===== src/rtl/logic_unit_pkg.sv =====
// Shared definitions for the logic unit arbiter: word width, settle-count
// bounds and the FSM state type.
package logic_unit_pkg;

    localparam int unsigned WORD_WIDTH = 32;
    localparam int unsigned SETTLE_MIN = 1;
    localparam int unsigned SETTLE_MAX = 15;
    // Wide enough to hold SETTLE_MAX-1
    localparam int unsigned CNT_WIDTH  = 4;

    typedef enum logic [1:0] {
        IDLE   = 2'd0,
        SETTLE = 2'd1,
        RESP   = 2'd2
    } state_t;

endpackage


===== src/rtl/rr_arbiter2.sv =====
// Two-way round-robin arbiter. The pointer names the requester that wins
// when both are valid; on every accept it moves to the requester that lost.
// Ports:
//   clk, reset          clock and synchronous active-high reset
//   valid0, valid1      pending requests
//   enable              arbitration allowed this cycle
//   grant0, grant1      one-hot grant (combinational, gated by enable)
//   accept              a grant was issued this cycle
//   grant_idx           index of the granted requester
//   pointer             current round-robin priority holder
module rr_arbiter2 (
    input  logic clk,
    input  logic reset,
    input  logic valid0,
    input  logic valid1,
    input  logic enable,
    output logic grant0,
    output logic grant1,
    output logic accept,
    output logic grant_idx,
    output logic pointer
);

    // Sole valid requester wins; pointer breaks a tie
    assign grant_idx = (valid0 && valid1) ? pointer : valid1;
    assign grant0    = enable && valid0 && !grant_idx;
    assign grant1    = enable && valid1 &&  grant_idx;
    assign accept    = grant0 || grant1;

    always_ff @(posedge clk) begin
        if (reset) begin
            pointer <= 1'b0;
        end else if (accept) begin
            pointer <= !grant_idx;
        end
    end

endmodule


===== src/rtl/logic_unit_arbiter.sv =====
// Arbitrates two requesters onto one shared 32-bit AND/NAND unit. An accepted
// request's operands are held on the unit for SETTLE_CYCLES cycles, the
// result is captured and presented on the grantee's response channel until
// consumed.
// Ports:
//   clk, reset                    clock and synchronous active-high reset
//   reqN_valid/ready              request handshake per requester
//   reqN_a, reqN_b, reqN_nand     operands and op select (1 = NAND)
//   rspN_valid/ready              response handshake per requester
//   rsp_data                      captured result, shared by both channels
//   unit_a, unit_b, unit_andflag  operands driven to the shared unit
//   unit_out                      result from the shared unit
//   busy                          transaction in flight
module logic_unit_arbiter
    import logic_unit_pkg::*;
#(
    parameter int unsigned SETTLE_CYCLES = 2  // legal range 1..15
) (
    input  logic        clk,
    input  logic        reset,
    input  logic        req0_valid,
    output logic        req0_ready,
    input  logic [31:0] req0_a,
    input  logic [31:0] req0_b,
    input  logic        req0_nand,
    input  logic        req1_valid,
    output logic        req1_ready,
    input  logic [31:0] req1_a,
    input  logic [31:0] req1_b,
    input  logic        req1_nand,
    output logic        rsp0_valid,
    input  logic        rsp0_ready,
    output logic        rsp1_valid,
    input  logic        rsp1_ready,
    output logic [31:0] rsp_data,
    output logic [31:0] unit_a,
    output logic [31:0] unit_b,
    output logic        unit_andflag,
    input  logic [31:0] unit_out,
    output logic        busy
);

    state_t               state;
    logic [CNT_WIDTH-1:0] cnt;
    logic                 grantee;
    logic                 accept;
    logic                 grant_idx;
    logic                 pointer;
    logic                 rsp_ready_sel;

    // Arbitration only in IDLE; reset masks every handshake output
    rr_arbiter2 u_arb (
        .clk       (clk),
        .reset     (reset),
        .valid0    (req0_valid),
        .valid1    (req1_valid),
        .enable    ((state == IDLE) && !reset),
        .grant0    (req0_ready),
        .grant1    (req1_ready),
        .accept    (accept),
        .grant_idx (grant_idx),
        .pointer   (pointer)
    );

    assign rsp0_valid    = !reset && (state == RESP) && !grantee;
    assign rsp1_valid    = !reset && (state == RESP) &&  grantee;
    assign busy          = !reset && (state != IDLE);
    assign rsp_ready_sel = grantee ? rsp1_ready : rsp0_ready;

    // Transaction FSM with operand/result registers
    always_ff @(posedge clk) begin
        if (reset) begin
            state        <= IDLE;
            cnt          <= '0;
            grantee      <= 1'b0;
            unit_a       <= '0;
            unit_b       <= '0;
            unit_andflag <= 1'b0;
            rsp_data     <= '0;
        end else begin
            case (state)
                IDLE: begin
                    if (accept) begin
                        unit_a       <= grant_idx ? req1_a    : req0_a;
                        unit_b       <= grant_idx ? req1_b    : req0_b;
                        unit_andflag <= grant_idx ? req1_nand : req0_nand;
                        grantee      <= grant_idx;
                        cnt          <= CNT_WIDTH'(SETTLE_CYCLES - 1);
                        state        <= SETTLE;
                    end
                end
                SETTLE: begin
                    // Capture on the last settle cycle
                    if (cnt == '0) begin
                        rsp_data <= unit_out;
                        state    <= RESP;
                    end else begin
                        cnt <= cnt - 1'b1;
                    end
                end
                RESP: begin
                    if (rsp_ready_sel) begin
                        state <= IDLE;
                    end
                end
                default: state <= IDLE;
            endcase
        end
    end

endmodule


===== config.mk =====
export PLATFORM = sky130hd
export DESIGN_NAME = logic_unit_arbiter
export DESIGN_NICKNAME = d
export VERILOG_FILES = /design/src/rtl/logic_unit_pkg.sv /design/src/rtl/rr_arbiter2.sv /design/src/rtl/logic_unit_arbiter.sv
export SDC_FILE = /design/constraint.sdc
export NUM_CORES = 1
export LEC_CHECK = 0
export CORE_UTILIZATION = 35
export DETAILED_ROUTE_END_ITERATION = 7
export PLACE_DENSITY = 0.77
export SLEW_MARGIN = 20
export SYNTH_ARGS = -nofsm -noshare
export SYNTH_HDL_FRONTEND = slang
export SYNTH_HIERARCHICAL = 1
export SYNTH_SLANG_ARGS = --single-unit

===== constraint.sdc =====
create_clock -name clk -period 2.08 [get_ports clk]
set_input_delay 0.208 -clock clk [delete_from_list [all_inputs] [get_ports clk]]
set_output_delay 0.208 -clock clk [all_outputs]
set_load 0.02 [all_outputs]

==> metrics <==
clock root buffer clkbuf_16; synthesis-stage register bit count 105; fin. max-slew vios 0; Critical Path Sink Type output pin; worst hold path stage count 5; Worst-Skew Late Latency 340 ps; CP required 1870 ps; Ys Warns 6; I/O Pins 270; PD cells 746 nW/um2; ANT cells 0; Hold Fails Final Rpt 0; post-route setup TNS 0 ps; Routed Antenna Nets 0; Post-CTS Setup Repair Bufs 0; Worst Max-Slew Pin Slew 935 ps; CP Cell Sequence buf_4, nor4b_1, clkdlybuf4s50_1; area of the multi-input gates 2460 um2; CP max stage delay 680 ps; Detailed Route WL 14.4 mm; Worst path depth 3; DR vias/cell 5.02; post-route cell area 8000 um2; Final Skew 4.76 ps; static leakage 2.84 nW; DIE WIDTH 120 um; Fill cells 1,149; Die H 120 um; delay-heaviest family, CP buffers and inverters; Cell Area, Placed 7720 um2; Yosys cell types 34; cells after synthesis 490; Syn Nets 660; Starting Density 36.3%; most common cell after layout, fill and taps aside clkdlybuf4s50_1; Synth Area per Inst 9.93 um2; routed vias 4,624; DRC viols 0; total power 5.97 mW; outcome finished clean; vias in the first global route 4,783; DR pass1 iterations 4; GR Overflow Total 0; CTS tree yes; VDD IR max 0.000611 V; critical path class flip-flop to output pin; sequential area share after synthesis 43.2%; clk buf depth 2; Final HPWL DP 11.0 mm; Critical Path Source Type flip-flop; CP Data Arrival Time 1790 ps; H-tree depth 3; RSZ-0062 raised after global routing false; max_cap viols 0; DIE AREA 14,400 um2; CTS buffer count 9; clk sinks 105; clock slew at reported path FFs 70 ps; Port-buffer cells 269; r2r worst-path depth 6; final setup fails 0; Area Growth Syn to Fin 64.5%; area of the mapped netlist 4860 um2; flip-flop and latch area 2100 um2; Hold Crit Class input pin to flip-flop; CP Buf/Inv Count 2; row cnt 42; Core Area 13,400 um2; Worst Path Max Fanout 7; global-route wire length before repair 22.7 mm; Max-slew headroom 37.7%; initial drt markers 172; nets@finish 911; most frequent cells in the layout 266 x clkdlybuf4s50_1, 105 x dfxtp_1, 70 x nor2_1; worst-path cell with the longest stage delay clkdlybuf4s50_1; period utilization 96.1%; flop-to-flop setup slack 180 ps; pin count of the biggest net entering global routing 72; fmax 500 MHz; fraction of final layout cells with drive strength greater than 1 13.3%; initial antenna violation count 0; Total GRT Usage 20.0%; crit path time final 2000 ps; per-cell routed wire length 15.6 um; Placer Congestion 0.755
power by group:
group	internal (mW)	switching, mW	leakage, nW
logic	1.01	1.01	1.85
clock network	0.926	0.703	0.133
registers	2.22	0.105	0.861
total	4.15	1.82	2.84
cells in the mapped netlist:
library cell / n / area, um2
a211oi_1: 8 / 60.1
a211oi_2: 60 / 751
a21oi_1: 37 / 185
a311oi_1: 1 / 8.76
and2_1: 1 / 6.26
and3_2: 1 / 7.51
buf_2: 20 / 100
buf_4: 13 / 97.6
buf_6: 5 / 56.3
clkbuf_1: 10 / 37.5
clkbuf_4: 2 / 15.0
dfxtp_1: 105 / 2100
ha_1: 2 / 25.0
inv_1: 3 / 11.3
mux2i_1: 67 / 671
nand2_1: 1 / 3.75
nand2b_1: 2 / 12.5
nand3_1: 32 / 160
nand3b_1: 1 / 7.51
nor2_1: 70 / 263
nor2b_1: 1 / 6.26
nor3_1: 3 / 15.0
nor3b_1: 1 / 7.51
nor3b_2: 1 / 12.5
nor4b_1: 1 / 8.76
nor4bb_1: 1 / 10.0
o21a_1: 1 / 7.51
o21ai_0: 2 / 10.0
o21ai_1: 32 / 160
o21ba_1: 1 / 10.0
or2_1: 1 / 6.26
or3_1: 1 / 6.26
or3b_1: 1 / 8.76
or4_1: 2 / 15.0
flip-flops by register name (all words and copies together), names as in the netlist:
| register | count |
|---|---|
| rsp_data | 32 |
| unit_a | 32 |
| unit_b | 32 |
| cnt | 4 |
| state | 2 |
| grantee | 1 |
| u_arb/pointer | 1 |
| unit_andflag | 1 |
cell families after synthesis:
logic type                 count (synthesis)  synth area share (%)
adders and majority gates                  2                 0.514
buffers and inverters                     53                  6.53
AOI/OAI and AO/OA                        142                  24.5
DFF                                      105                  43.2
muxes                                     67                  13.8
and+or+nand+nor                          121                  11.4
layout make-up:
type	instances	share of cell area, %
clock buffers	12	2.96
clock inverters	3	0.532
inverters	3	0.141
multi-input cells	332	30.8
flip-flops and latches	105	26.3
well taps	176	2.75
repair buffers	290	36.6
path summary, 6_finish.rpt:
check	from	end
hold reg to reg	rsp_data[18]	rsp_data[18]
setup / recovery	state[0]	rsp0_valid
hold / removal	reset	u_arb/pointer
setup reg to reg	cnt[0]	rsp_data[13]
stage by stage:
step                      std cells  hold slack (ps)  utilization (%)  setup slack (ps)
after floorplan                 490              286                -              46.9
after global placement          906              465             57.6               190
after detailed placement        906              472             57.6               150
after CTS                       921              399             59.7              32.2
after global routing            921              420             59.7              14.6
final                           921              416             59.7              81.3
metal layers:
layer / track usage (%) / share of wire [%] / vias up / wire length (um)
li1: - / - / 2270 / -
met1: 20.4 / 37 / 2156 / 5250
met2: 37.4 / 53 / 179 / 7590
met3: 7.08 / 8.8 / 19 / 1270
met4: 6.95 / 1.8 / 0 / 261
met5: 0 / 0 / - / 0
worst min-delay path, stage by stage:
cell	delay (ps)
buf_4	110
nor3_1	50
buf_4	140
a21oi_1	150
a311oi_1	60
what timing repair did:
item	in CTS	in global routing
endpoints found under the setup margin	0	2
resized for setup	0	2
hold buffers	0	0
No activity file was read; power rests on OpenSTA's default activity.
